**src/rtl/fletcher_frame_appender_pkg.sv**
```systemverilog
// Shared widths and FSM encoding for the Fletcher-32 frame appender.
package fletcher_frame_appender_pkg;

    localparam int FletcherWidth = 32;
    localparam int HalfWidth     = FletcherWidth / 2;

    typedef enum logic [2:0] {
        CLEAR   = 3'd0,
        PASS    = 3'd1,
        DRAIN   = 3'd2,
        EMIT_HI = 3'd3,
        EMIT_LO = 3'd4
    } state_t;

endpackage

```
**src/rtl/FletcherChecksum.sv**
```systemverilog
// Fletcher checksum core: one input register stage plus one accumulate stage,
// so dout reflects a word two cycles after it is presented with en high.
module FletcherChecksum #(
    parameter int Width = 32
) (
    input  logic               clk,
    input  logic               rst,
    input  logic               en,
    input  logic [Width/2-1:0] din,
    output logic [Width-1:0]   dout
);
    localparam int H = Width / 2;

    logic [H-1:0] din_q;
    logic         en_q;
    logic [H-1:0] sum1;
    logic [H-1:0] sum2;
    logic [H-1:0] sum1_nxt;
    logic [H-1:0] sum2_nxt;

    // Operands stay below 2^H-1 except din, so one conditional subtract
    // is enough for the ones'-complement style modulo.
    function automatic logic [H-1:0] add_mod(input logic [H-1:0] a, input logic [H-1:0] b);
        logic [H:0] s;
        s = {1'b0, a} + {1'b0, b};
        if (s >= {1'b0, {H{1'b1}}})
            s = s - {1'b0, {H{1'b1}}};
        return s[H-1:0];
    endfunction

    always_comb begin
        sum1_nxt = add_mod(sum1, din_q);
        sum2_nxt = add_mod(sum2, sum1_nxt);
    end

    always_ff @(posedge clk) begin
        if (rst) begin
            din_q <= '0;
            en_q  <= 1'b0;
            sum1  <= '0;
            sum2  <= '0;
        end else begin
            din_q <= din;
            en_q  <= en;
            if (en_q) begin
                sum1 <= sum1_nxt;
                sum2 <= sum2_nxt;
            end
        end
    end

    assign dout = {sum2, sum1};

endmodule

```
**src/rtl/fletcher_frame_appender.sv**
```systemverilog
// Forwards a 16-bit payload stream unchanged and closes each frame with its
// Fletcher-32 checksum (high word, then low word carrying m_last).
module fletcher_frame_appender
    import fletcher_frame_appender_pkg::*;
#(
    parameter int CksumLatency = 2,
    parameter int MaxWords     = 16384
) (
    input  logic                 clk,
    input  logic                 rst,
    input  logic                 s_valid,
    output logic                 s_ready,
    input  logic [HalfWidth-1:0] s_data,
    input  logic                 s_last,
    output logic                 m_valid,
    input  logic                 m_ready,
    output logic [HalfWidth-1:0] m_data,
    output logic                 m_last,
    output logic                 trunc
);
    localparam int CntW = $clog2(MaxWords + 1);
    localparam int LatW = $clog2(CksumLatency + 1);

    state_t                   state;
    state_t                   state_n;
    logic [CntW-1:0]          word_cnt;
    logic [LatW-1:0]          lat_cnt;
    logic                     hs;
    logic                     at_max;
    logic                     frame_end;
    logic                     core_en;
    logic                     core_rst;
    logic [FletcherWidth-1:0] dout;

    assign at_max    = (word_cnt == CntW'(MaxWords - 1));
    assign hs        = (state == PASS) && s_valid && m_ready;
    assign frame_end = hs && (s_last || at_max);
    assign core_rst  = rst || (state == CLEAR);

    always_comb begin
        state_n = state;
        s_ready = 1'b0;
        m_valid = 1'b0;
        m_data  = '0;
        m_last  = 1'b0;
        core_en = 1'b0;
        if (!rst) begin
            case (state)
                CLEAR:   state_n = PASS;
                PASS: begin
                    m_valid = s_valid;
                    s_ready = m_ready;
                    m_data  = s_data;
                    core_en = hs;
                    if (frame_end)
                        state_n = DRAIN;
                end
                DRAIN:   if (lat_cnt == '0) state_n = EMIT_HI;
                EMIT_HI: begin
                    m_valid = 1'b1;
                    m_data  = dout[FletcherWidth-1:HalfWidth];
                    if (m_ready)
                        state_n = EMIT_LO;
                end
                EMIT_LO: begin
                    m_valid = 1'b1;
                    m_data  = dout[HalfWidth-1:0];
                    m_last  = 1'b1;
                    if (m_ready)
                        state_n = CLEAR;
                end
                default: state_n = CLEAR;
            endcase
        end
    end

    always_ff @(posedge clk) begin
        if (rst) begin
            state    <= CLEAR;
            word_cnt <= '0;
            lat_cnt  <= '0;
            trunc    <= 1'b0;
        end else begin
            state <= state_n;
            case (state)
                CLEAR: word_cnt <= '0;
                PASS: if (hs) begin
                    word_cnt <= word_cnt + CntW'(1);
                    if (frame_end)
                        lat_cnt <= LatW'(CksumLatency - 1);
                    // s_last on the limit word is a normal close, not a truncation
                    if (at_max && !s_last)
                        trunc <= 1'b1;
                end
                DRAIN: if (lat_cnt != '0) lat_cnt <= lat_cnt - LatW'(1);
                default: ;
            endcase
        end
    end

    FletcherChecksum #(
        .Width (FletcherWidth)
    ) u_cksum (
        .clk  (clk),
        .rst  (core_rst),
        .en   (core_en),
        .din  (s_data),
        .dout (dout)
    );

endmodule

```
**config.mk**
```make
export PLATFORM = sky130hd
export DESIGN_NAME = fletcher_frame_appender
export DESIGN_NICKNAME = d
export VERILOG_FILES = /design/src/rtl/fletcher_frame_appender_pkg.sv /design/src/rtl/FletcherChecksum.sv /design/src/rtl/fletcher_frame_appender.sv
export SDC_FILE = /design/constraint.sdc
export NUM_CORES = 1
export LEC_CHECK = 0
export BUFFER_PORTS_ARGS = -buffer_cell sky130_fd_sc_hd__buf_2
export CAP_MARGIN = 40
export CORE_ASPECT_RATIO = 0.8
export CORE_MARGIN = 1.5
export CORE_UTILIZATION = 30
export CTS_CLUSTER_SIZE = 16
export DETAILED_ROUTE_END_ITERATION = 6
export PLACE_DENSITY = 0.45
export SLEW_MARGIN = 25
export SYNTH_ARGS = -nofsm -noshare
export SYNTH_HDL_FRONTEND = slang
export SYNTH_SLANG_ARGS = --single-unit
```
**constraint.sdc**
```tcl
create_clock -name clk -period 6.9 [get_ports clk]
set_input_delay 0.69 -clock clk [delete_from_list [all_inputs] [get_ports clk]]
set_output_delay 0.69 -clock clk [all_outputs]
set_load 0.01 [all_outputs]
```
### After elaboration in Yosys (flattened, before gate mapping)

Cells that the tools add are included.
Widths: inputs -> output; s select.

| word-level totals | value |
|---|---|
| register bits after elaboration | 70 |
| bits of input ports | 21 |
| output and inout bits | 20 |
| logic and storage cells | 67 |

| cells by class | value |
|---|---|
| bitwise operators | 1 |
| eq/ne operators | 11 |
| add/sub/neg operators | 6 |
| reduce and logical (&&, ||, !) cells | 18 |
| multiplexer cells | 21 |
| order comparisons | 2 |

Operators by type and width:

| operator | count |
|---|---|
| $mux 16 | 3 |
| $pmux 16 s3 | 1 |
| $add 16x16->17 | 2 |
| $ge 17x16->1 const B | 2 |
| $sub 16x16->16 const B | 2 |
| $pmux 15 s2 | 1 |
| $add 15x1->15 const B | 1 |
| $eq 15x14->1 const B | 1 |
| $mux 15 | 1 |
| $pmux 3 s5 | 1 |
| $mux 3 | 4 |
| $ne 2x2->1 const B | 6 |
| $reduce_and 4->1 | 2 |
| $eq 3x2->1 const B | 2 |
| $mux 2 | 3 |
| $reduce_bool 2->1 | 3 |
| $mux 1 | 5 |
| $logic_and 1x1->1 | 4 |
| $pmux 2 s2 | 1 |
| $eq 3x1->1 const B | 1 |
| $eq 3x3->1 const B | 1 |
| $logic_not 3->1 | 1 |
| $reduce_and 3->1 | 1 |
| $reduce_or 3->1 | 1 |
| other kinds (8) | 9 |

### Longest topological paths before layout

| logic depth | value |
|---|---|
| word-level depth | 7 |
| depth in mapped cells | 23 |
| depth with buffers taken out | 22 |

### By module

Synthesis repeated with hierarchy kept, for this count alone.

| unflattened totals | value |
|---|---|
| cell total of the unflattened synthesis | 730 |
| area, all modules | 5,735.5 um2 |

Modules (own cells, without submodules):

| module | seq. area each (um2) | instances | cells an instance | area an instance (um2) |
|---|---|---|---|---|
| FletcherChecksum | 980.9 | 1 | 521 | 4,227.8 |
| fletcher_frame_appender | 420.4 | 1 | 209 | 1,507.7 |

### Least setup slack after synthesis

OpenSTA, ideal clock, no wires.

| path | value |
|---|---|
| path kind | reg-to-reg |
| start | register u_cksum.sum1[0] |
| end | register u_cksum.sum2[11] |
| stages on the path, launching flop included | 23 |
| setup time | 74 ps |
| path buffers | 0 |
| clock period less this slack | 5,455 ps |
| required time | 6,826 ps |
| data arrival time | 5,381 ps |
| slack | 1,445 ps |
| path through | dfxtp_1 > ha_1 > fa_1 > nand3_1 > a211oi_2 > nor4_1 > xnor2_2 > nand4_2 > nor4_4 > a21oi_4 > xnor2_1 > ha_1 > inv_1 > fa_1 > nor2b_1 > o21ai_1 > a21o_1 > a211oi_1 > nand3b_1 > nand4bb_4 > o21a_1 > or4_1 > a31oi_1 |

| between the ends | value |
|---|---|
| cells in the longest elaborated chain, start to end | 6 |
| elaborated cells on any way between the ends | 8 |
| those cells by class | 4 x add/sub; 2 x order compare; 2 x mux |

Ends and longest elaborated chain:

| what | RTL line | RTL |
|---|---|---|
| start, declared | FletcherChecksum.sv:16 | `logic [H-1:0] sum1;` |
| start signal, assigned | FletcherChecksum.sv:46 | `sum1 <= sum1_nxt;` |
| $add 16x16->17 (*) | FletcherChecksum.sv:25 | `s = {1'b0, a} + {1'b0, b};` |
| $sub 16x16->16 / $ge 17x16->1 (equally long branches) | FletcherChecksum.sv:27, FletcherChecksum.sv:26 |  |
| $mux 16 (*) | FletcherChecksum.sv:26 | `if (s >= {1'b0, {H{1'b1}}})` |
| named net u_cksum.sum1_nxt[0] | FletcherChecksum.sv:18 | `logic [H-1:0] sum1_nxt;` |
| $add 16x16->17 (*) | FletcherChecksum.sv:25 |  |
| $sub 16x16->16 / $ge 17x16->1 (equally long branches) | FletcherChecksum.sv:27, FletcherChecksum.sv:26 |  |
| $mux 16 (*) | FletcherChecksum.sv:26 |  |
| end signal, assigned | FletcherChecksum.sv:47 | `sum2 <= sum2_nxt;` |
| end, declared | FletcherChecksum.sv:17 | `logic [H-1:0] sum2;` |

The timed path passes the listed nets; every way through them passes the cells marked *.
A chain may end at the register's enable or synchronous reset.

### Worst setup path after layout

Same ends and word-level chain as after synthesis.

==> impl_metrics.yaml <==
run_status:
  status: "completed"
yosys:
  yosys_warnings: 0
  async_reset_ff_share_pct: 0
  syn-num-nets: 849
  netlist_area_um2: 6100
  yosysUniqueCellTypes: 84
  ys_ff_latch: 70
  ys.flop_type: "dfxtp_1"
  synth_cells: 790
  syn_avg_cell_area_um2: 7.72
  synth_edf_count: 0
  synth_seq_area_share_pct: 23.0
sta:
  relSlewSlack_pct: 54.6
  fmax_mhz: 159
  whs_ps: 475
  fin_crit_ps: 6310
  drv_slew: 0
  fin_crit_sh_pct: 91.4
  worstMarginPinSlew_ps: 679
  fin_setup_tns_ps: 0
  setup_viol: 0
  hold_violations: 0
  fin_worst_skew_ps: 8.13
  rsz0062_at_grt: "false"
pwr:
  intPower_mw: 1.02
  power_frac_comb_pct: 44.9
  finalPower_mw: 1.72
  power_density_nw_per_um2: 252
  p_leak_nw: 2.74
  seq_power_share_pct: 27.8
  sw_frac_of_total_pct: 41.0
  peakVddDrop_mv: 0.113
  switchingPower_uw: 706
  clkPwrFrac_pct: 27.4
route:
  wl_um: 18200
  remaining_drc_errors: 0
  drt_iter0_markers: 478
  vias_per_cell: 5.24
  wire_per_inst_um: 16.9
  ant_nets: 0
  via_count: 5669
  drtPass1Iterations: 6
clocking:
  hold_buffers: 0
  clkSlewWorstSetupHoldPaths_ps: 60
  clk_latency_ps: 340
  cts_setup_buffers: 0
  cts_resized: 0
  htree_num_levels: 3
  cts.sinks: 70
  cts_root_buffer: "clkbuf_16"
  cts_made_buffers: 9
  clockBufferDepth: 2
  cts_tree: "yes"
grt:
  grt_max_degree: 60
  grt_pass1_wl_um: 28900
  gr-total-overflow: 0
  grt_pass1_vias: 5072
  track_usage_pct: 17.6
  antenna_found_initial: 0
placement:
  dp_hpwl_um: 14200
  place.gp.congestion: 0.841
  port_buffers: 40
layout:
  final_layout_size_suffix_gt1_share_pct: 13.7
  regArea_um2: 1400
  fillers: 2091
  utilization_pct: 34.4
  multi_input_area_um2: 4460
  nets: 870
  areaGrowthSynthToFinish_pct: 12.0
floorplanning:
  die_area_um2: 21200
  core_um2: 19900
  initial_utilization_pct: 30.7
  die_w_um: 162
  rows: 46
  die_height_um: 131
  ioPinCount: 41
hold_path:
  whs_path_depth: 2
  hp-class: "reg2reg"
critical_path:
  arrival_ps: 6570
  cp-end-kind: "flip-flop"
  cp_max_fo: 10
  critical_path_class: "reg2reg"
  crit_required_ps: 7170
  start_kind: "flip-flop"
  reg2reg_depth: 22
run:
  cap_violations: 0
## layer usage
layer	GRT usage, %	vias up	share of wire [%]
met3	2.15	16	3.1
met1	27.0	2610	54
met4	6.15	0	1.9
li1	-	2969	-
met2	25.0	74	41
met5	0	-	0
## through the flow
stage          area (µm²)  instances  worst slack [ps]
2_1_floorplan        6100        790              1440
3_3_place_gp         6510       1062               716
3_5_place_dp         6510       1062               615
4_1_cts              6810       1078               550
5_1_grt              6830       1080              32.3
6_report             6830       1081               594
## worst max-delay path, cell delays in order, from the launching register on
cell and delay [ps]:
dfxtp_1 330, ha_1 250, fa_1 440, a21oi_1 290, o211ai_1 160, a31o_2 300, o21ai_1 210, o211ai_2 170
nor4_4 590, a21oi_4 200, xnor2_1 220, ha_1 220, inv_1 60, fa_1 430, nor2b_1 180, o21ai_1 160
a21o_1 240, a211oi_1 430, nand3b_1 170, nand4bb_4 290, o21a_1 290, or4_1 410, a31oi_1 160
## registers in the layout, indices dropped and copies added, names as in the netlist
name,count
u_cksum.din_q,16
u_cksum.sum1,16
u_cksum.sum2,16
word_cnt,15
state,3
lat_cnt,2
trunc,1
u_cksum.en_q,1
## power groups by stage
stage	Clock [mW]	Sequential (mW)	Combinational (mW)
CTS	0.481	0.479	0.764
finish	0.472	0.478	0.773
floorplan	0	0.468	0.590
global placement	0	0.488	0.772
global route	0.498	0.483	0.864
detailed placement	0	0.488	0.760
## kinds of logic after synthesis
family | after synthesis | synth area share (%)
and+or+nand+nor | 318 | 28.1
AOI/OAI and AO/OA | 246 | 27.6
DFF | 70 | 23.0
buffers and inverters | 59 | 4.04
adders and majority gates | 38 | 8.04
xor gates and xnor gates | 35 | 5.27
muxes | 24 | 3.96
## cell type report
class                      count  share of cell area (%)
multi-input combinational    661                    65.3
tap                          264                    4.84
clock buffer                  11                    3.55
sequential                    70                    20.5
antenna                        1                  0.0366
timing repair buffer          47                    3.72
clock inverter                 5                   0.843
inverter                      22                    1.21
## path summary, 6_finish.rpt
check                                                   from  slack, ps                       endpoint
worst max-delay path            u_cksum.sum1[0]$_SDFFE_PP0P_        590  u_cksum.sum2[11]$_SDFFE_PP0P_
worst min-delay path                      trunc$_SDFFE_PP0P_        480             trunc$_SDFFE_PP0P_
worst max register to register  u_cksum.sum1[0]$_SDFFE_PP0P_        590  u_cksum.sum2[11]$_SDFFE_PP0P_
worst min register to register            trunc$_SDFFE_PP0P_        480             trunc$_SDFFE_PP0P_
## cells in the mapped netlist, drive strengths merged (4+ instances only)
cell type | instances | area (µm²)
nor3b | 5 | 37.5
nand2b | 14 | 87.6
and3 | 12 | 76.3
nand4 | 10 | 68.8
a211o | 4 | 35.0
nand2 | 44 | 168
o21ai | 61 | 309
a21oi | 72 | 383
o21bai | 4 | 30.0
o211ai | 9 | 72.6
inv | 21 | 78.8
nor4 | 12 | 111
o211a | 7 | 70.1
or4 | 4 | 30.0
or3 | 18 | 113
nor3 | 17 | 90.1
clkbuf | 26 | 97.6
a211oi | 17 | 160
nor2b | 11 | 68.8
nor2 | 103 | 387
buf | 11 | 66.3
mux2i | 23 | 230
xor2 | 13 | 114
and2 | 23 | 144
a21o | 13 | 97.6
xnor2 | 22 | 208
a311oi | 5 | 67.6
or2 | 10 | 62.6
nand3 | 22 | 120
ha | 36 | 450
a31oi | 12 | 75.1
o2111a | 4 | 45.0
o21a | 10 | 75.1
dfxtp | 70 | 1400
## layout by cell type (no fill, tap or decap), types with 4 or more instances in the layout
cell and count:
a31oi_1 12, xnor2_1 20, o211ai_1 8, buf_2 41
a21oi_1 68, nand3_1 20, a21o_1 13, clkbuf_16 9
mux2i_1 23, dfxtp_1 69, o21ai_0 50, nand2_1 43
or3_1 18, o211a_1 7, nor2_1 102, ha_1 36
inv_1 21, or4_1 4, o21bai_1 4, o21ai_1 10
xor2_1 13, buf_4 5, and2_1 23, o21a_1 10
o2111a_1 4, nor2b_1 11, or2_2 9, a211o_1 4
a211oi_2 4, nor3_1 16, nand2b_1 14, and3_1 11
a211oi_1 12, nor3b_1 4, nor4_1 9, nand4_1 9
No activity file was read; power rests on OpenSTA's default activity.
